$ cat src/rtl/rice_core_pkg.sv
// Shared types and constants for the rice core register-hazard scoreboard.
package rice_core_pkg;

    localparam int RICE_CORE_MAX_PENDING = 3;

    function automatic int count_width(input int max_pending);
        return $clog2(max_pending + 1);
    endfunction

    typedef logic [$clog2(RICE_CORE_MAX_PENDING + 1)-1:0] rice_core_scoreboard_count;

endpackage

$ cat src/rtl/rice_core_scoreboard_counter.sv
// Saturating up/down pending-write counter for one architectural register.
module rice_core_scoreboard_counter
    import rice_core_pkg::*;
#(
    parameter int MAX_PENDING = RICE_CORE_MAX_PENDING,
    parameter int W           = count_width(MAX_PENDING)
) (
    input  logic         i_clk,
    input  logic         i_rst_n,
    input  logic         inc,
    input  logic         dec,
    output logic [W-1:0] count,
    output logic         over,
    output logic         under
);

    localparam logic [W-1:0] MAX_C = W'(MAX_PENDING);

    logic [W-1:0] count_q;
    logic [W-1:0] count_d;

    // Simultaneous inc/dec cancel, so neither saturation case applies then.
    always_comb begin
        count_d = count_q;
        over    = inc && !dec && (count_q == MAX_C);
        under   = dec && !inc && (count_q == '0);
        if (inc && !dec && !over) begin
            count_d = count_q + W'(1);
        end else if (dec && !inc && !under) begin
            count_d = count_q - W'(1);
        end
    end

    always_ff @(posedge i_clk or negedge i_rst_n) begin
        if (!i_rst_n) begin
            count_q <= '0;
        end else begin
            count_q <= count_d;
        end
    end

    assign count = count_q;

endmodule

$ cat src/rtl/rice_core_scoreboard.sv
// Register-hazard scoreboard beside ID: counts in-flight writes to x1..x31
// and raises a combinational stall on RAW, destination saturation or serialization.
module rice_core_scoreboard
    import rice_core_pkg::*;
#(
    parameter int MAX_PENDING = RICE_CORE_MAX_PENDING
) (
    input  logic       i_clk,
    input  logic       i_rst_n,
    input  logic       i_enable,
    input  logic       i_flush,
    input  logic       i_dec_valid,
    input  logic [4:0] i_dec_rs1,
    input  logic [4:0] i_dec_rs2,
    input  logic [4:0] i_dec_rd,
    input  logic       i_dec_serialize,
    input  logic       i_issue_valid,
    input  logic [4:0] i_issue_rd,
    input  logic       i_wb_valid,
    input  logic [4:0] i_wb_rd,
    output logic       o_stall,
    output logic       o_idle,
    output logic       o_error
);

    localparam int           CW    = count_width(MAX_PENDING);
    localparam logic [CW-1:0] MAX_C = CW'(MAX_PENDING);

    logic          issue_ev;
    logic          wb_ev;
    logic [CW-1:0] cnt [1:31];
    logic [CW-1:0] eff [0:31];
    logic [31:1]   over;
    logic [31:1]   under;
    logic          any_pend;
    logic          all_zero;
    logic          hazard;
    logic          err_q;
    logic          err_d;

    assign issue_ev = i_issue_valid && i_enable && !i_flush && (i_issue_rd != 5'd0);
    assign wb_ev    = i_wb_valid && (i_wb_rd != 5'd0);

    for (genvar g = 1; g < 32; g++) begin : g_cnt
        rice_core_scoreboard_counter #(
            .MAX_PENDING (MAX_PENDING),
            .W           (CW)
        ) u_cnt (
            .i_clk   (i_clk),
            .i_rst_n (i_rst_n),
            .inc     (issue_ev && (i_issue_rd == 5'(g))),
            .dec     (wb_ev && (i_wb_rd == 5'(g))),
            .count   (cnt[g]),
            .over    (over[g]),
            .under   (under[g])
        );
    end

    // eff bypasses this cycle's writeback; x0 is pinned at zero so the
    // decode indices can select eff directly. A writeback against an empty
    // counter is an error, not a release, so eff clamps at zero.
    always_comb begin
        eff[0]   = '0;
        any_pend = 1'b0;
        all_zero = 1'b1;
        for (int r = 1; r < 32; r++) begin
            if (wb_ev && (i_wb_rd == 5'(r)) && (cnt[r] != '0)) begin
                eff[r] = cnt[r] - CW'(1);
            end else begin
                eff[r] = cnt[r];
            end
            if (eff[r] != '0) begin
                any_pend = 1'b1;
            end
            if (cnt[r] != '0) begin
                all_zero = 1'b0;
            end
        end
    end

    always_comb begin
        hazard = 1'b0;
        if ((i_dec_rs1 != 5'd0) && (eff[i_dec_rs1] != '0)) begin
            hazard = 1'b1;
        end
        if ((i_dec_rs2 != 5'd0) && (eff[i_dec_rs2] != '0)) begin
            hazard = 1'b1;
        end
        if ((i_dec_rd != 5'd0) && (eff[i_dec_rd] == MAX_C)) begin
            hazard = 1'b1;
        end
        if (i_dec_serialize && any_pend) begin
            hazard = 1'b1;
        end
    end

    assign err_d = err_q || (|over) || (|under);

    always_ff @(posedge i_clk or negedge i_rst_n) begin
        if (!i_rst_n) begin
            err_q <= 1'b0;
        end else begin
            err_q <= err_d;
        end
    end

    assign o_stall = !i_enable || (i_dec_valid && hazard);
    assign o_idle  = all_zero;
    assign o_error = err_q;

endmodule

$ cat config.mk
export PLATFORM = sky130hd
export DESIGN_NAME = rice_core_scoreboard
export DESIGN_NICKNAME = d
export VERILOG_FILES = /design/src/rtl/rice_core_pkg.sv /design/src/rtl/rice_core_scoreboard_counter.sv /design/src/rtl/rice_core_scoreboard.sv
export SDC_FILE = /design/constraint.sdc
export NUM_CORES = 1
export LEC_CHECK = 0
export ABC_AREA = 1
export BUFFER_PORTS_ARGS = -buffer_cell sky130_fd_sc_hd__buf_2
export CAP_MARGIN = 0
export CORE_MARGIN = 4
export CORE_UTILIZATION = 44
export DETAILED_ROUTE_END_ITERATION = 12
export HOLD_SLACK_MARGIN = 0.02
export PLACE_DENSITY_LB_ADDON = 0.1
export SLEW_MARGIN = 10
export SYNTH_ARGS = -nofsm -noshare
export SYNTH_HDL_FRONTEND = slang
export SYNTH_SLANG_ARGS = --single-unit
$ cat constraint.sdc
create_clock -name i_clk -period 2.2 [get_ports i_clk]
set_input_delay 0.22 -clock i_clk [delete_from_list [all_inputs] [get_ports i_clk]]
set_output_delay 0.22 -clock i_clk [all_outputs]
set_load 0.05 [all_outputs]
# == Yosys cells after proc, flatten, opt, wreduce, memory -nomap -nowiden ==
# Cells that the tools add are included.
# totals
regBits,63
in_bits,33
out_inout_bits,3
word_cells,912
# classes
addsub,62
magnitude_cmp,3
eq_ne,94
muxes,168
bitwise_logic,3
reduce_logical,550
# ops
operator,n
$logic_and A1 B1 Y1,288
$mux W2,99
$reduce_bool A2 Y1,95
$eq A5 B5 Y1 const B,32
$logic_not A1 Y1,126
$eq A5 B4 Y1 const B,16
$mux W1,66
$eq A2 B2 Y1 const B,32
$add A2 B1 Y2 const B,31
$logic_not A2 Y1,31
$reduce_or A31 Y1,2
$sub A2 B1 Y2 const B,31
$eq A5 B3 Y1 const B,8
$bmux W2 S5,3
$reduce_bool A5 Y1,5
$eq A5 B2 Y1 const B,4
$ge A6 B6 Y1 const B,3
$not A5 Y6,3
$eq A5 B1 Y1 const B,2
$logic_or A1 B1 Y1,3

# == Logic depth before layout (Yosys ltp) ==
# logic_depth
word_depth,41
ltp_mapped,20

# == Cells and area by module ==
# Synthesis repeated with hierarchy kept, for this count alone.
# unflattened
hier_cells,1690
area_unflattened_um2,8565.7
# modules_own_cells
module,instances,cells_each,area_per_inst_um2
rice_core_scoreboard,1,977,4376.7
rice_core_scoreboard_counter,31,23,135.1

# == Least setup slack after synthesis ==
# No wires, ideal clock.
# synth_path
path_type,reg2out
start,register g_cnt[25].u_cnt.count_q[0]
end,output port o_stall
arrival_ps,2085
t_required_ps,1980
slack_ps,-105
stages_incl_launch_ff,17
cell_sequence,dfrtp_1 > inv_1 > ha_1 > inv_1 > nand3_1 > o21ai_1 > nand2_1 > nor2_1 > nand2_1 > nor2_1 > nand2_1 > o21bai_1 > nand3_1 > nor2_1 > nand2_1 > nand2_1 > nand2_1
# synth_via
elab_chain_cells,15
word_cells_on_any_way,34
cone_classes,add/sub: 1; eq/ne: 1; mux: 21; reduce/logical: 11
# synth_lines
item,line,rtl
from (decl),rice_core_scoreboard_counter.sv:19,logic [W-1:0] count_q;
from (signal assigned),rice_core_scoreboard_counter.sv:38,count_q <= count_d;
"parallel branches: the longest is 2 deep, another holds $sub A2 B1 Y2",--,
$mux W2 *,rice_core_scoreboard.sv:67,if (wb_ev && (i_wb_rd == 5'(r)) && (cnt[r] != '0)) begin
"parallel branches: the longest is 9 deep, another holds $bmux W2 S5",--,
$mux W1 *,rice_core_scoreboard.sv:92,if (i_dec_serialize && any_pend) begin
$logic_and A1 B1 Y1 *,rice_core_scoreboard.sv:107,assign o_stall = !i_enable || (i_dec_valid && hazard);
$logic_or A1 B1 Y1 *,rice_core_scoreboard.sv:107,
to (decl),rice_core_scoreboard.sv:21,"output logic o_stall,"
# Every way passes the cells marked *. The select of a mux whose other input is x is not followed.

# == Final worst setup path ==
# layout_path
start,register g_cnt[22].u_cnt.count_q[0]
end,output port o_stall
# layout_via
elab_chain_cells,18
word_cells_on_any_way,37
cone_classes,add/sub: 1; eq/ne: 1; mux: 24; reduce/logical: 11
# layout_lines
item,line,rtl
from (decl),rice_core_scoreboard_counter.sv:19,
from (signal assigned),rice_core_scoreboard_counter.sv:38,
"parallel branches: the longest is 2 deep, another holds $sub A2 B1 Y2",--,
$mux W2 *,rice_core_scoreboard.sv:67,
$reduce_bool A2 Y1,rice_core_scoreboard.sv:72,if (eff[r] != '0) begin
$mux W1 (10 in a row),rice_core_scoreboard.sv:72,
$logic_and A1 B1 Y1,rice_core_scoreboard.sv:92,
$mux W1 *,rice_core_scoreboard.sv:92,
$logic_and A1 B1 Y1 *,rice_core_scoreboard.sv:107,
$logic_or A1 B1 Y1 *,rice_core_scoreboard.sv:107,
# Marked as above.

==> metrics.md <==
| Metric | Value |
|---|---|
| GRT overflow | `0` |
| Clock Sink Count | `63` |
| Max Fclk | `approximately 0.35 GHz` |
| Via count | `11,200` |
| Fin area | `12,600 µm²` |
| Clock skew | `8.42 ps` |
| Worst endpoint required time | `just under 2000 ps` |
| Top cells by area, synth | `dfrtp_1 19%, nand2_1 19%, nand3_1 10%, inv_1 9.8%, ha_1 9.6%` |
| Clock root buffer master | `clkbuf_16` |
| H-tree levels | `3` |
| Status | `complete, but fails checks` |
| Synthesized Nets | `1,490` |
| Critical Path Source | `g_cnt[22].u_cnt.count[0]` |
| Filler cells | `1,588` |
| Yosys warning count | `0` |
| Final Util | `0.700` |
| Detailed Route WL | `35.9 mm` |
| Crit path max fanout | `3` |
| Antenna cells | `0` |
| Synth top area share | `0.194` |
| Reported leakage power | `0.00645 µW` |
| Post-DP HPWL | `28.8 mm` |
| DRC viols | `0` |
| DR vias/cell | `5.41` |
| Post-synthesis sequential area ratio | `0.194` |
| Reg area | `1580 µm²` |
| Minimum clock period | `~2900 ps` |
| Initial antenna violation count | `0` |
| Synth async-reset ratio | `1.00` |
| Die W | `144 µm` |
| Crit. End Element | `output port` |
| Global-route wire length before repair | `54.2 mm` |
| Mapped Area | `8110 µm²` |
| CP Cell Sequence | `inv_2, ha_4, nand4_1, nand2_1, nand2_1, nor2_1, nand2_1, nor2_1, nand3_1, o21bai_1, nand3_1, nor2_1, nand2_2, nand2_2, nand2_4, buf_8` |
| Unrepaired setup endpoints after global routing | `yes` |
| Setup ws final | `-691 ps` |
| Crit-path max cell delay | `370 ps` |
| R2r startpoint | `g_cnt[10].u_cnt.count[1]` |
| First-pass DRT Iterations | `8` |
| Final hold vios | `0` |
| GRT Resource Usage Total | `0.343` |
| Rows | `49` |
| TNS Setup | `-763 ps` |
| Drt wl/cell | `17.3 µm` |
| Final period util | `1.31` |
| Arr. time, crit path | `2670 ps` |
| Count of nets after finishing | `1,939` |
| Startpoint types | `flip-flop` |
| Clock buffer depth | `2` |
| Mapped Cells | `approximately 1,400` |
| Final setup violation count | `2` |
| Total chip power | `around 13,000 µW` |
| Slew @ Worst Pin | `596 ps` |
| Slew Viols, Final | `0` |
| Area Overhead vs Synth | `55.6%` |
| Share of layout cells above drive strength 1 | `0.342` |
| CTS tree | `done` |
| 1st-iter DRT viols | `~1,200` |
| Worst VDD drop | `around 630 µV` |
| Routed Antenna Nets | `0` |
| Violated checks | `setup timing` |
| Synth top cells by count | `400 x nand2_1, 212 x inv_1, 200 x nor2_1` |
| Initial core utilization | `0.450` |
| Synth cell types | `40` |
| Max cap viols | `0` |
| Clock transition at the registers of the reported paths | `70 ps` |
| Core area | `18,000 µm²` |
| CP Class | `flip-flop to output port` |
| Slew headroom | `0.598` |
| Worst hold path class | `input pin to asynchronous set/reset pin` |
| Die area | `~21,000 µm²` |
| Critical-path cell with the highest stage delay | `dfrtp_1` |
| Area of the multi-input gates | `6190 µm²` |
| Vias in the first global route | `around 10,000` |
| Cts bufs inserted | `9` |
| Crit path max-delay family | `simple AND/OR/NAND/NOR gates` |
| Area post-placement | `11,500 µm²` |
| Power density cells | `1060 nW/µm²` |
| RePlAce Congestion | `1.08` |
| I/O pins | `36` |
| Clk_lat worst skew | `360 ps` |
| Worst R2R Setup Slack | `170 ps` |
| Buf+Inv Stages, Crit Path | `2` |
| EDFF count, synth | `0` |
| Die Y | `144 µm` |
| WHS | `386 ps` |
| Pin count of the biggest net entering global routing | `64` |
| FF+latch count, synth | `63` |
| IO buf count | `35` |
| Synth Flop Type | `dfrtp_1` |
| Most frequent cell after synthesis | `nand2_1` |
| Area leader, netlist | `dfrtp_1` |
| Syn avg cell area | `5.82 µm²` |
## sequential cells by signal, summed over array words and instances (netlist names)
register           flops
g_cnt.u_cnt.count     62
o_error                1
## path summary, 6_finish.rpt
| check | endpoint | depth (start not counted) |
|---|---|---|
| hold reg to reg | g_cnt[1].u_cnt.count[0] | 2 |
| hold / removal | g_cnt[23].u_cnt.count[1] | 3 |
| setup / recovery | o_stall | 16 |
| min in group i_clk | g_cnt[2].u_cnt.count[0] | 5 |
| setup reg to reg | o_error | 11 |
| max in group asynchronous | g_cnt[29].u_cnt.count[1] | 3 |
## final cells by class
type | instances | share of cell area
Multi-Input combinational cell | 1101 | 0.490
Timing Repair Buffer | 452 | 0.270
Sequential cell | 63 | 0.125
Inverter | 217 | 0.0649
Tap cell | 229 | 0.0227
Clock buffer | 11 | 0.0192
Clock inverter | 5 | 0.00833
## per-stage QoR
stage          std cells  setup WS (ps)
2_1_floorplan       1395           13.5
3_3_place_gp        2034           -641
3_5_place_dp        2034           -617
4_1_cts             2057           -579
5_1_grt             2078           -742
6_report            2078           -691
## kinds of logic after synthesis
family | synth area share
compound gates | 0.0952
xor+xnor | 0.0389
fa+ha+maj | 0.0956
buf+inv | 0.107
flops | 0.194
mux | 0.00139
simple gates | 0.467
## where the power goes
part	internal [µW]	switching, µW	total, µW	leakage, µW
sequential	1680	287	1970	0.000752
combinational	4730	4940	9670	0.00553
clock	1140	639	1780	0.000162
## worst min-delay path, stage by stage
cell and delay (ps):
dlygate4sd3_1 520, buf_2 120, buf_12 290
## layout by cell type, fill, tap and decap left out, types with 33 or more instances in the layout
cell type	n
buf_2	33
xor2_1	34
dfrtp_1	63
ha_1	49
nor2_1	193
nand2_2	47
nand4_1	40
o21ai_0	54
buf_4	407
inv_1	174
inv_2	39
nand3_1	147
nand2_1	349
## repair_timing
item / 4_1_cts / 5_1_grt
pin swaps: 14 / 48
setup buffers: 6 / 23
resized for setup: 59 / 116
setup endpoints to repair: 2 / 3
endpoints found under the hold margin: 63 / 0
hold buffers: 1 / 0
## per-layer routing
| layer | global-route usage | up-vias | share of wire |
|---|---|---|---|
| met4 | 0.168 | 0 | 0.052 |
| met5 | 0 | - | 0 |
| li1 | - | 5427 | - |
| met1 | 0.468 | 5045 | 0.41 |
| met3 | 0.0592 | 134 | 0.11 |
| met2 | 0.524 | 627 | 0.43 |
No activity file was read; power rests on OpenSTA's default activity.
